### src/rtl/compositor_pkg.sv
// Shared constants and game layer indices for the VGA object compositor.
package compositor_pkg;

    localparam int         NUM_LAYERS_DEF = 4;
    localparam int         RGB_W_DEF      = 8;
    localparam logic [7:0] BG_COLOR_DEF   = 8'h00;

    // Lower index wins, so the player is always drawn on top.
    typedef enum logic [1:0] {
        PLAYER = 2'd0,
        BOMB   = 2'd1,
        ENEMY  = 2'd2,
        WALL   = 2'd3
    } layer_idx_e;

endpackage

### src/rtl/compositor_prio_enc.sv
// Lowest-index-first priority encoder: reports whether any request is set and which index wins.
module compositor_prio_enc #(
    parameter int N = 4,
    localparam int IDX_W = $clog2(N)
) (
    input  logic [N-1:0]     req,
    output logic             found,
    output logic [IDX_W-1:0] index
);

    // Scanning from the top down lets the lowest set bit overwrite every higher one.
    always_comb begin
        found = |req;
        index = '0;
        for (int i = N - 1; i >= 0; i--) begin
            if (req[i]) begin
                index = IDX_W'(i);
            end
        end
    end

endmodule

### src/rtl/layer_compositor.sv
// N-layer pixel compositor with a frame-synchronous layer-enable mask.
// Define LAYER_COMPOSITOR_COLLISION_EN to build per-frame collision reporting against layer 0.
module layer_compositor
    import compositor_pkg::*;
#(
    parameter int               NUM_LAYERS = NUM_LAYERS_DEF,
    parameter int               RGB_W      = RGB_W_DEF,
    parameter logic [RGB_W-1:0] BG_COLOR   = RGB_W'(BG_COLOR_DEF),
    localparam int              SEL_W      = $clog2(NUM_LAYERS)
) (
    input  logic                  clk,
    input  logic                  resetN,
    input  logic                  startOfFrame,
    input  logic [NUM_LAYERS-1:0] DR,
    input  logic [RGB_W-1:0]      RGB [NUM_LAYERS],
    input  logic                  mask_wr,
    input  logic [NUM_LAYERS-1:0] mask_in,
    output logic                  drawingRequest,
    output logic [RGB_W-1:0]      RGBout,
    output logic [SEL_W-1:0]      layer_sel,
    output logic [NUM_LAYERS-1:0] collision_out,
    output logic                  collision_valid
);

    logic [NUM_LAYERS-1:0] pending_mask;
    logic [NUM_LAYERS-1:0] active_mask;
    logic [NUM_LAYERS-1:0] frame_mask;
    logic [NUM_LAYERS-1:0] eff;
    logic                  win_found;
    logic [SEL_W-1:0]      win_idx;

    // The first pixel of a frame already sees the mask that frame will use,
    // including one written in that very cycle.
    always_comb begin
        frame_mask = active_mask;
        if (startOfFrame) begin
            frame_mask = mask_wr ? mask_in : pending_mask;
        end
    end

    assign eff = DR & frame_mask;

    compositor_prio_enc #(
        .N(NUM_LAYERS)
    ) u_prio_enc (
        .req   (eff),
        .found (win_found),
        .index (win_idx)
    );

    always_ff @(posedge clk) begin
        if (!resetN) begin
            pending_mask <= '1;
            active_mask  <= '1;
        end else begin
            if (mask_wr) begin
                pending_mask <= mask_in;
            end
            if (startOfFrame) begin
                active_mask <= frame_mask;
            end
        end
    end

    always_ff @(posedge clk) begin
        if (!resetN) begin
            drawingRequest <= 1'b0;
            RGBout         <= BG_COLOR;
            layer_sel      <= '0;
        end else if (win_found) begin
            drawingRequest <= 1'b1;
            RGBout         <= RGB[win_idx];
            layer_sel      <= win_idx;
        end else begin
            drawingRequest <= 1'b0;
            RGBout         <= BG_COLOR;
            layer_sel      <= '0;
        end
    end

`ifdef LAYER_COMPOSITOR_COLLISION_EN
    logic [NUM_LAYERS-1:0] hit;
    logic [NUM_LAYERS-1:0] coll_acc;

    // Layer 0 never collides with itself, so its hit bit is forced low.
    assign hit = {NUM_LAYERS{eff[0]}} & {eff[NUM_LAYERS-1:1], 1'b0};

    always_ff @(posedge clk) begin
        if (!resetN) begin
            coll_acc        <= '0;
            collision_out   <= '0;
            collision_valid <= 1'b0;
        end else if (startOfFrame) begin
            collision_out   <= coll_acc;
            coll_acc        <= hit;
            collision_valid <= 1'b1;
        end else begin
            coll_acc        <= coll_acc | hit;
            collision_valid <= 1'b0;
        end
    end
`else
    assign collision_out   = '0;
    assign collision_valid = 1'b0;
`endif

endmodule
### config.mk
export PLATFORM = sky130hd
export DESIGN_NAME = layer_compositor
export DESIGN_NICKNAME = d
export VERILOG_FILES = /design/src/rtl/compositor_pkg.sv /design/src/rtl/compositor_prio_enc.sv /design/src/rtl/layer_compositor.sv
export SDC_FILE = /design/constraint.sdc
export NUM_CORES = 1
export LEC_CHECK = 0
export BUFFER_PORTS_ARGS = -buffer_cell sky130_fd_sc_hd__buf_4
export CAP_MARGIN = 15
export CORE_MARGIN = 2
export CORE_UTILIZATION = 39
export CTS_CLUSTER_SIZE = 24
export DETAILED_ROUTE_END_ITERATION = 12
export PLACE_DENSITY = 0.73
export RECOVER_POWER = 50
export SETUP_SLACK_MARGIN = 0.1
export SLEW_MARGIN = 20
export SYNTH_ARGS = -nofsm -noshare
export SYNTH_HDL_FRONTEND = slang
export SYNTH_SLANG_ARGS = --single-unit
### constraint.sdc
create_clock -name clk -period 1.4 [get_ports clk]
set_clock_uncertainty 0.15 [all_clocks]
set_input_delay 0.14 -clock clk [delete_from_list [all_inputs] [get_ports clk]]
set_output_delay 0.14 -clock clk [all_outputs]
set_load 0.02 [all_outputs]
-- Yosys cells after proc, flatten, opt, wreduce, memory -nomap -nowiden
Cells that the tools add are included.
- word-level logic and storage cells: 20
- input bits: 44
- output and inout bits: 16
- register bits after elaboration: 19
- muxes and demuxes: 10
- magnitude comparators: 1
- reductions and logical operators: 2
- bitwise operators: 2
- operators by type and width (kind ; count):
    $bmux W8 S2 ; 1
    $mux W8 ; 2
    $mux W2 ; 4
    $mux W4 ; 2
    $and A4 B4 Y4 ; 1
    $reduce_or A4 Y1 ; 1
    $ge A3 B3 Y1 const B ; 1
    $not A2 Y3 ; 1
    $reduce_and A2 Y1 ; 1
    $mux W1 ; 1

-- Depth between registers and ports, before layout
Gate-level depths: netlist of the first run.
- depth after elaboration: 11
- mapped depth: 6
- gate-level depth less buffers: 4

-- Modules after synthesis
Synthesis of the first run repeated with hierarchy kept, for this count alone.
- cell total of the unflattened synthesis: 91
- area total of the unflattened synthesis: 889.6 um^2
- by module, submodules not included (module ; cells an instance ; area each (um^2) ; times used ; sequential area each (um^2)):
    layer_compositor ; 84 ; 854.6 ; 1 ; 380.4
    compositor_prio_enc ; 7 ; 35.0 ; 1 ; 0.0

-- Worst setup path before layout of the first run
OpenSTA, ideal clock, no wires.
- kind: register -> register
- from: register active_mask[3]
- to: register RGBout[0]
- data required time: 1.122 ns
- setup slack: 0.033 ns
- library setup time: 0.128 ns
- clock period less this slack: 1.367 ns
- arrival: 1.089 ns
- stages on the path, launching flop included: 5
- buffers on the path: 0
- cell sequence: dfxtp_1 o21ai_2 a21oi_1 o211ai_4 o22ai_1
- longest elaborated chain between the ends: 10
- elaborated cells on any way between the ends: 12
- those cells by class: mux: 8; bitwise: 2; reduce/logical: 2
- ends and longest elaborated chain (element ; line ; source):
    from (decl) ; layer_compositor.sv:26 ; logic [NUM_LAYERS-1:0] active_mask;
    from (signal assigned) ; layer_compositor.sv:60 ; active_mask <= frame_mask;
    $mux W4 (*) ; layer_compositor.sv:36 ; if (startOfFrame) begin
    $and A4 B4 Y4 (*) ; layer_compositor.sv:41 ; assign eff = DR & frame_mask;
    $mux W2 (4 in a row) ; compositor_prio_enc.sv:16 ; if (req[i]) begin
    $not A2 Y3 (not written as such) ; layer_compositor.sv:72 ; RGBout <= RGB[win_idx];
    $bmux W8 S2 ; layer_compositor.sv:72 ;
    $mux W8 (not written as such) (2 in a row) ; layer_compositor.sv:72 ;
    to (signal assigned) ; layer_compositor.sv:72 ;
    to (decl) ; layer_compositor.sv:19 ; output logic [RGB_W-1:0] RGBout,
Mark *: on every way between the ends. The rest lies on a longest branch, timed or not. The select of a mux whose other input is x is not followed.
A chain may end at the register's enable or synchronous reset.

-- Worst setup path in the final report of the first run
- from: register pending_mask[0]
- to: register RGBout[7]
- longest elaborated chain between the ends: 8
- elaborated cells on any way between the ends: 10
- those cells by class: mux: 6; bitwise: 2; reduce/logical: 2
- ends and longest elaborated chain (element ; line ; source):
    from (decl) ; layer_compositor.sv:25 ; logic [NUM_LAYERS-1:0] pending_mask;
    from (signal assigned) ; layer_compositor.sv:57 ; pending_mask <= mask_in;
    $mux W4 (*) ; n/a ;
    $mux W4 (*) ; layer_compositor.sv:36 ;
    $and A4 B4 Y4 (*) ; layer_compositor.sv:41 ;
    $mux W2 ; compositor_prio_enc.sv:16 ;
    $not A2 Y3 (not written as such) ; layer_compositor.sv:72 ;
    $bmux W8 S2 ; layer_compositor.sv:72 ;
    $mux W8 (not written as such) (2 in a row) ; layer_compositor.sv:72 ;
Marked as above.

==> results of run 1 <==
[timing repair]
item / 4_1_cts / 5_1_grt
hold buffers: 11 / 0
pin swaps: 7 / 3
hold endpoints to repair: 15 / 0
endpoints found under the setup margin: 10 / 12
gates resized for setup: 11 / 6
buffers inserted: 4 / 2
gates cloned: 1 / 0
[synthesized netlist by cell type, drive strengths merged]
cell    count  share of area
nand2b      1         0.0055
o21ai       8          0.042
a21boi      1         0.0066
o22ai       8          0.044
a21o        1         0.0066
clkinv      1         0.0033
buf        12          0.079
inv        17          0.056
mux2i      20           0.18
nor4        1          0.011
a211oi     16           0.11
o211ai      1          0.019
conb        1         0.0033
o211a       1         0.0089
clkbuf      3          0.010
nor2        1         0.0033
a21oi       4          0.028
nand2      13          0.043
nand3b      1         0.0066
dfxtp      19           0.34
[how the worst max path moves through the flow]
stage | to | slack [ns] | cells after the start
detailed placement | RGBout[7] | -0.07 | 6
CTS | RGBout[7] | 0.0002 | 5
finish | RGBout[7] | -0.05 | 5
global route | RGBout[2] | -0.11 | 5
global placement | RGBout[3] | -0.03 | 5
floorplan | RGBout[0] | 0.09 | 6
[flip-flops by register name, summed over array words and instances (netlist names)]
register / count
RGBout: 8
active_mask: 4
drawingRequest: 1
layer_sel: 2
pending_mask: 4
[metal layers]
metal,GRT usage,share of wire,up-vias
met2,0.372,0.50,44
met1,0.247,0.43,550
met3,0.0536,0.065,2
li1,-,-,610
met4,0.0199,0.0029,0
met5,0,0,-
[cells in the final DEF (no fill, tap or decap), drive strengths merged]
cell type | Yosys | routed
a21oi | 4 | 4
o21ai | 8 | 8
a211oi | 16 | 16
clkinv | 1 | 1
o211a | 1 | 1
conb | 1 | 5
dfxtp | 19 | 19
nor4 | 1 | 1
nand2b | 1 | 1
clkbuf | 3 | 4
dlygate4sd3 | 0 | 11
o211ai | 1 | 2
a21o | 1 | 1
mux2i | 20 | 20
o22ai | 8 | 8
a21boi | 1 | 1
buf | 12 | 76
inv | 17 | 17
nand3b | 1 | 1
nor2 | 1 | 1
nand2 | 13 | 13
[through the flow]
step | utilization | cells | setup slack, ns | hold slack [ns]
after floorplan | - | 134 | 0.0871 | 0.142
after global placement | 0.589 | 220 | -0.0298 | 0.229
after detailed placement | 0.589 | 220 | -0.0711 | 0.233
after CTS | 0.669 | 240 | 0.000175 | 0.000574
after global routing | 0.686 | 242 | -0.105 | 0.00910
final | 0.686 | 242 | -0.0496 | -0.00243
[kinds of logic (layout without fill, tap and decap cells)]
| logic type | after synthesis | count (layout) | synth area share |
|---|---|---|---|
| other | 1 | 5 | 0.00332 |
| AO/OA/AOI/OAI | 40 | 41 | 0.261 |
| flip-flops | 19 | 19 | 0.337 |
| multiplexers | 20 | 20 | 0.181 |
| buffers and inverters | 33 | 109 | 0.148 |
| AND/OR/NAND/NOR | 17 | 17 | 0.0698 |
[worst max-delay path, delay by kind of cell, from the launching register on]
family,cells,cell delay [ns]
buffers and inverters,1,0.16
AOI/OAI and AO/OA,3,0.53
DFF,1,0.32
muxes,1,0.21
[power breakdown]
| group | internal, mW | switching, mW |
|---|---|---|
| Sequential | 0.583 | 0.0153 |
| Combinational | 0.290 | 0.262 |
| Clock | 0.111 | 0.169 |
| Total | 0.984 | 0.447 |
[final cells by class]
cell class | count | share of cell area
Sequential cell | 19 | 0.203
Inverter | 18 | 0.0357
Multi-Input combinational cell | 83 | 0.361
Clock buffer | 4 | 0.0139
Tap cell | 31 | 0.0205
Timing Repair Buffer | 87 | 0.366
==> impl_metrics.py, run 1 <==
metrics = {
    "sta": {
        "whs_ns": -0.00243,
        "rsz0062_at_grt": "yes",
        "setup_ws_ns": -0.0496,
        "clock.fmax_ghz": 0.690,
        "period_share": 1.04,
        "min_period_ns": 1.45,
        "drv_slew": 0,
        "finalHoldViolations": 1,
        "setup_violations": 5,
        "setup-tns-final_ns": -0.192,
    },
    "clock_tree": {
        "clk_pin_slew_ns": 0.10,
        "ctsLongestPathBuffers": 2,
        "h-tree-depth": 1,
        "clk_latency_ns": 0.30,
        "root_buffer": "clkbuf_4",
        "cts_buffers": 3,
        "tritoncts": "done",
        "clock_sinks": 19,
    },
    "detailed_routing": {
        "viasPerCell": 4.98,
        "drc_errors": 0,
        "drt-initial-drc-count": 31,
        "routed_wl_um": 3400,
        "wl_per_cell_um": 14.0,
        "vias": 1206,
        "ant_nets": 0,
        "drtPass1Iterations": 4,
    },
    "setup_path": {
        "regToRegEndpoint": "RGBout[7]",
        "reg2reg_depth": 5,
        "critPathKind": "flop to flop",
        "max_stage_delay_ns": 0.32,
        "critPathArrivalTime_ns": 1.53,
        "crit_path_start_kind": "flop",
        "crit_required_ns": 1.48,
        "startpoint": "pending_mask[0]",
        "crit_chain": "mux2i_2, buf_4, o211a_4, o211ai_4, o22ai_1",
        "critPathMaxFanout": 5,
        "r2r_setup_slack_ns": -0.05,
        "r2r_start": "pending_mask[0]",
        "cp_slowest_cell": "dfxtp_1",
        "crit_path_end_kind": "flop",
    },
    "floorplanning": {
        "rows": 19,
        "dieWidth_um": 57.8,
        "initial_core_util": 0.410,
        "die_area_um2": 3340,
        "core_um2": 2760,
        "io_pins": 60,
        "die_h_um": 57.8,
    },
    "placement": {
        "gp_congestion": 0.834,
        "dpl_cell_area_um2": 1630,
        "port_buffers": 54,
        "hpwl_um": 2410,
    },
    "logic_synthesis": {
        "synth_cells": 130,
        "seq_area_frac_synth": 0.337,
        "ys_warn_count": 0,
        "syn-cell-area_um2": 1130,
        "synth_seq_cells": 19,
        "syn_area_per_cell_um2": 8.69,
        "yosysUniqueCellTypes": 26,
    },
    "power": {
        "power.total_mw": 1.43,
        "p_leak_nw": 0.902,
        "peakVddDrop_uv": 617,
        "power_density_nw_per_um2": 757,
    },
    "finish": {
        "fill_cells": 218,
        "drive_above_1_share": 0.460,
        "seq_area_um2": 384,
        "nNetsFinal": 256,
        "stdcell_area_um2": 1890,
        "multi_input_area_um2": 682,
        "syn2layout_area_growth_pct": 67.3,
        "diodes": 0,
    },
    "job": {
        "maxCapViolCount": 0,
    },
    "hold_path": {
        "hold_class": "input port to flop",
        "hold_end": "RGBout[0]",
        "holdPathStages": 3,
        "holdCritStartpoint": "RGB[24]",
    },
    "global_route": {
        "gr-total-overflow": 0,
        "antenna_found_initial": 0,
        "grt_pass1_wl_um": 5260,
        "grt_pass1_vias": 1163,
        "grt_max_degree": 14,
        "grt_usage": 0.203,
    },
    "run_status": {
        "outcome": "complete, but fails checks",
        "violations": "hold timing, setup timing",
    },
}
(Power assumes the default switching activity.)
==> run 2: changes to the inputs <==
==> constraint.sdc (replaced) <==
create_clock -name clk -period 1.4 [get_ports clk]
set_clock_uncertainty 0.15 [all_clocks]
set_input_delay 0.21 -clock clk [delete_from_list [all_inputs] [get_ports clk]]
set_output_delay 0.21 -clock clk [all_outputs]
set_load 0.02 [all_outputs]
==> run 2 against run 1 <==
Compared with the run above: the run ends with setup timing left; wire length rose by 6.2%; core utilization grew 1.2 points; worst hold slack improved by 0.042 ns; first-iteration DRC count is 35% lower; power grew 5.1%; via count is 2.6% higher; clock power grew 11%; register-to-register slack gained 0.02 ns; sequential power rose by 0.8%; combinational power increased by 6.7%; largest power group unchanged; highest routed layer unchanged.
==> impl_metrics.py, run 2 (synthesized netlist as in run 1, its figures left out) <==
metrics = {
    "run_status": {
        "outcome": "complete, but fails checks",
        "violations": "setup timing",
    },
    "detailed_routing": {
        "drtPass1Iterations": 4,
        "viasPerCell": 5.26,
        "vias": 1237,
        "wl_met3_um": 244,
        "drc_errors": 0,
        "top_layer": "met4",
        "wl_met2_um": 1940,
        "wl_per_cell_um": 15.3,
        "routed_wl_um": 3610,
        "ant_nets": 0,
        "drt-initial-drc-count": 20,
        "wl_met1_um": 1320,
    },
    "setup_path": {
        "critPathKind": "flop to flop",
        "cp_num_buf_inv": 1,
        "crit_chain": "mux2i_4, a21oi_4, buf_4, o211ai_4, o22ai_2",
        "cp_top_family": "compound AO/OA/AOI/OAI gates",
        "r2r_setup_slack_ns": -0.03,
        "max_stage_delay_ns": 0.35,
        "crit_path_start_kind": "flop",
        "critPathArrivalTime_ns": 1.49,
        "cp_slowest_cell": "dfxtp_2",
        "crit_path_end_kind": "flop",
        "crit_required_ns": 1.45,
        "critPathMaxFanout": 4,
    },
    "clock_tree": {
        "root_buffer": "clkbuf_4",
        "h-tree-depth": 1,
        "tritoncts": "done",
        "clk_latency_ns": 0.31,
        "clock_sinks": 19,
        "cts_buffers": 3,
        "ctsLongestPathBuffers": 2,
        "clk_pin_slew_ns": 0.13,
    },
    "job": {
        "maxCapViolCount": 0,
    },
    "placement": {
        "hpwl_um": 2350,
        "port_buffers": 54,
        "gp_congestion": 0.784,
        "pre_cts_ws_ns": -0.144,
    },
    "sta": {
        "clock.fmax_ghz": 0.698,
        "min_period_ns": 1.43,
        "setup_violations": 8,
        "finalHoldViolations": 0,
        "period_share": 1.02,
        "drv_slew": 0,
        "setup-tns-final_ns": -0.137,
        "rsz0062_at_grt": "yes",
        "setup_ws_ns": -0.0320,
    },
    "finish": {
        "fin_util": 0.698,
        "drive_above_1_share": 0.564,
        "diodes": 0,
        "nNetsFinal": 249,
        "top_regs": "RGBout (8), active_mask (4), pending_mask (4)",
        "final_common_cell": "buf_4",
        "layout.cells.most_common_list": "buf_4, inv_1, mux2i_1",
        "largest_register": "RGBout",
        "syn2layout_area_growth_pct": 70.3,
        "fill_cells": 211,
        "largest_reg_flops": 8,
    },
    "global_route": {
        "grt_max_degree": 13,
        "gr-total-overflow": 0,
        "grt_pass1_vias": 1190,
        "grt_usage": 0.192,
        "grt_pass1_wl_um": 5000,
        "antenna_found_initial": 0,
    },
    "floorplanning": {
        "die_h_um": 57.8,
        "dieWidth_um": 57.8,
        "rows": 19,
        "io_pins": 60,
        "core_um2": 2760,
        "die_area_um2": 3340,
        "initial_core_util": 0.410,
    },
    "power": {
        "power.total_mw": 1.50,
        "p_leak_nw": 0.880,
        "peakVddDrop_uv": 542,
        "power_density_nw_per_um2": 782,
    },
    "hold_path": {
        "hold_class": "input port to flop",
    },
}
==> run 2: cell types whose count changed in the layout (fill, tap and decap cells not counted), moves of 3 or more <==
cell           delta
dlygate4sd3_1    -10
mux2i_1           -3
a211oi_1          -4
a211oi_2          +4
mux2i_4           +3
dfxtp_1           -4
dfxtp_2           +4
==> run 2: power breakdown <==
group          leakage [nW]  switching, mW  internal, mW
logic                 0.712          0.284         0.306
registers             0.155         0.0183         0.585
clock network        0.0139          0.203         0.109
==> run 2: path summary, 6_finish.rpt <==
path	from	end	cells after the start
max	pending_mask[2]	RGBout[0]	5
min	RGB[30]	RGBout[6]	3
max reg2reg	pending_mask[2]	RGBout[0]	5
min reg2reg	active_mask[2]	active_mask[2]	2
==> run 2: metal layers <==
metal	vias up	GRT usage
met2	56	0.364
met3	10	0.0223
met4	0	0.0831
met1	573	0.214
li1	598	-
met5	-	0
==> run 2: what timing repair did <==
action | CTS | global route
cloned | 1 | 1
buffers inserted | 1 | 4
resized for setup | 4 | 35
endpoints found under the hold margin | 8 | 0
hold buffers | 1 | 0
setup endpoints to repair | 11 | 12
pin swaps | 7 | 13
==> run 2: metrics by stage <==
step	hold slack [ns]	cells	area, µm²
2_1_floorplan	0.212	134	1170
3_3_place_gp	0.295	223	1660
3_5_place_dp	0.303	223	1660
4_1_cts	0.0464	230	1720
5_1_grt	0.0471	235	1920
6_report	0.0398	235	1920
==> run 2: layout make-up <==
cell class	count	area, µm²	share of cell area
multi-input cells	83	764	0.397
repair buffers	80	634	0.330
flip-flops and latches	19	389	0.202
inverters	18	67.6	0.0351
well taps	31	38.8	0.0202
clock buffers	3	22.5	0.0117
clock inverters	1	7.51	0.00390
==> run 2: tightest hold or removal path: cells and delay by family <==
family	cells	cell delay [ns]
AO/OA/AOI/OAI	1	0.12
buffers and inverters	1	0.08
multiplexers	1	0.06
==> run 3: changes to the inputs <==
--- a/config.mk
+++ b/config.mk
@@ -13,7 +13,7 @@
 export DETAILED_ROUTE_END_ITERATION = 12
 export PLACE_DENSITY = 0.73
 export RECOVER_POWER = 50
-export SETUP_SLACK_MARGIN = 0.1
+export SETUP_SLACK_MARGIN = 0.15
 export SLEW_MARGIN = 20
 export SYNTH_ARGS = -nofsm -noshare
 export SYNTH_HDL_FRONTEND = slang
==> run 3 against run 2 <==
Compared with the run above: the run still ends with setup timing left; fmax down 0.65%; highest routed layer unchanged; cell count down 0.43%; global-route usage up 1.1 points; count of clock-buffer cells in the layout unchanged; critical endpoint is now RGBout[1]; largest cell class unchanged; register-to-register slack about the same.
==> impl_metrics.py, run 3 (synthesized netlist as in run 1, its figures left out) <==
metrics = {
    "power": {
        "p_int_uw": 994,
        "p_leak_nw": 0.875,
        "power_density_nw_per_um2": 776,
        "netSwitchingFraction": 0.328,
        "p_switching_uw": 485,
        "combinationalPowerShare": 0.391,
        "power_frac_seq": 0.409,
        "peakVddDrop_uv": 524,
        "clkPwrFrac": 0.200,
    },
    "run_status": {
        "violations": "setup timing",
        "outcome": "complete, but fails checks",
    },
    "sta": {
        "period_share": 1.03,
        "setup_ws_ns": -0.0413,
        "drv_slew": 0,
        "setup_violations": 6,
        "clock.fmax_ghz": 0.694,
        "finalHoldViolations": 0,
        "setup-tns-final_ns": -0.183,
        "rsz0062_at_grt": "yes",
        "min_period_ns": 1.44,
    },
    "detailed_routing": {
        "wl_per_cell_um": 15.2,
        "vias": 1223,
        "drtPass1Iterations": 4,
        "ant_nets": 0,
        "routed_wl_um": 3560,
        "drc_errors": 0,
        "drt-initial-drc-count": 37,
        "viasPerCell": 5.23,
    },
    "setup_path": {
        "critPathMaxFanout": 6,
        "critPathKind": "flop to flop",
        "crit_path_start_kind": "flop",
        "cp_top_family": "flip-flops",
        "cp_num_buf_inv": 1,
        "crit_required_ns": 1.45,
        "cp_slowest_cell": "dfxtp_2",
        "crit_path_end_kind": "flop",
        "crit_chain": "mux2i_4, a21oi_4, buf_6, mux2i_1, o22ai_2",
        "critPathArrivalTime_ns": 1.49,
        "max_stage_delay_ns": 0.36,
    },
    "finish": {
        "layout.cells.most_common_list": "buf_4, inv_1, mux2i_1",
        "final_common_cell": "buf_4",
        "final_cells": 234,
        "diodes": 0,
        "stdcell_area_um2": 1910,
        "drive_above_1_share": 0.552,
        "largest_register": "RGBout",
        "top_regs": "RGBout (8), active_mask (4), pending_mask (4)",
        "largest_reg_flops": 8,
        "syn2layout_area_growth_pct": 68.7,
        "nNetsFinal": 248,
    },
    "global_route": {
        "grt_pass1_wl_um": 5240,
        "grt_max_degree": 16,
        "antenna_found_initial": 0,
        "grt_usage": 0.203,
        "gr-total-overflow": 0,
        "grt_pass1_vias": 1157,
    },
    "placement": {
        "dpl_cell_area_um2": 1650,
        "placedCellCount": 221,
        "hpwl_um": 2410,
        "pre_cts_ws_ns": -0.168,
        "port_buffers": 54,
        "gp_congestion": 0.772,
    },
    "clock_tree": {
        "h-tree-depth": 1,
        "cts_buffers": 3,
        "clk_latency_ns": 0.30,
        "clock_sinks": 19,
        "tritoncts": "done",
        "ctsLongestPathBuffers": 2,
        "root_buffer": "clkbuf_4",
        "clk_pin_slew_ns": 0.12,
    },
    "floorplanning": {
        "die_h_um": 57.8,
        "io_pins": 60,
        "dieWidth_um": 57.8,
        "rows": 19,
        "initial_core_util": 0.410,
        "core_um2": 2760,
        "die_area_um2": 3340,
    },
    "hold_path": {
        "hold_class": "input port to flop",
    },
    "job": {
        "maxCapViolCount": 0,
    },
}
[run 3: cell count changes in the layout (fill, tap and decap cells not counted), sizes merged]
cell	change
dlygate4sd3	+1
buf	-2
[run 3: per-stage QoR]
stage	power [mW]	hold slack, ns	utilization
after floorplan	0.877	0.212	-
after CTS	1.41	0.0358	0.643
final	1.48	0.0396	0.691
after global placement	1.07	0.295	0.597
after global routing	1.56	0.0300	0.691
after detailed placement	1.08	0.300	0.597
[run 3: power groups by stage]
stage	clock (mW)	combinational, mW	sequential (mW)
after floorplan	0	0.234	0.643
after global placement	0	0.462	0.609
after detailed placement	0	0.472	0.611
after CTS	0.298	0.513	0.599
after global routing	0.333	0.616	0.607
final	0.296	0.579	0.605
[run 3: layout make-up]
cell class | instances | area [µm²]
Fill cell | 219 | 852
Multi-Input combinational cell | 83 | 746
Timing Repair Buffer | 79 | 633
Sequential cell | 19 | 390
Inverter | 18 | 67.6
Tap cell | 31 | 38.8
Clock buffer | 3 | 22.5
Clock inverter | 1 | 7.51
[run 3: repair_timing]
action / in CTS / in global routing
hold buffers: 2 / 0
buffers inserted: 2 / 2
resized for setup: 11 / 28
gates cloned: 1 / 2
hold endpoints to repair: 7 / 0
endpoints found under the setup margin: 11 / 15
pin swaps: 10 / 12
[run 3: worst min-delay path, stage by stage]
cell and delay, ns:
buf_4 0.08, mux2i_1 0.06, o22ai_1 0.11
[run 3: final timing paths]
path,from,endpoint,slack (ns),cells after the start
worst max-delay path,pending_mask[2],RGBout[1],-0.04,5
worst min-delay path,RGB[27],RGBout[3],0.04,3
worst max register to register,pending_mask[2],RGBout[1],-0.04,5
worst min register to register,active_mask[2],active_mask[2],0.34,2
[run 3: routing by layer]
| layer | GRT usage | vias to the layer above | part of all wire |
|---|---|---|---|
| li1 | - | 595 | - |
| met1 | 0.262 | 582 | 0.41 |
| met2 | 0.346 | 40 | 0.52 |
| met3 | 0.0290 | 6 | 0.058 |
| met4 | 0.0698 | 0 | 0.014 |
| met5 | 0 | - | 0 |
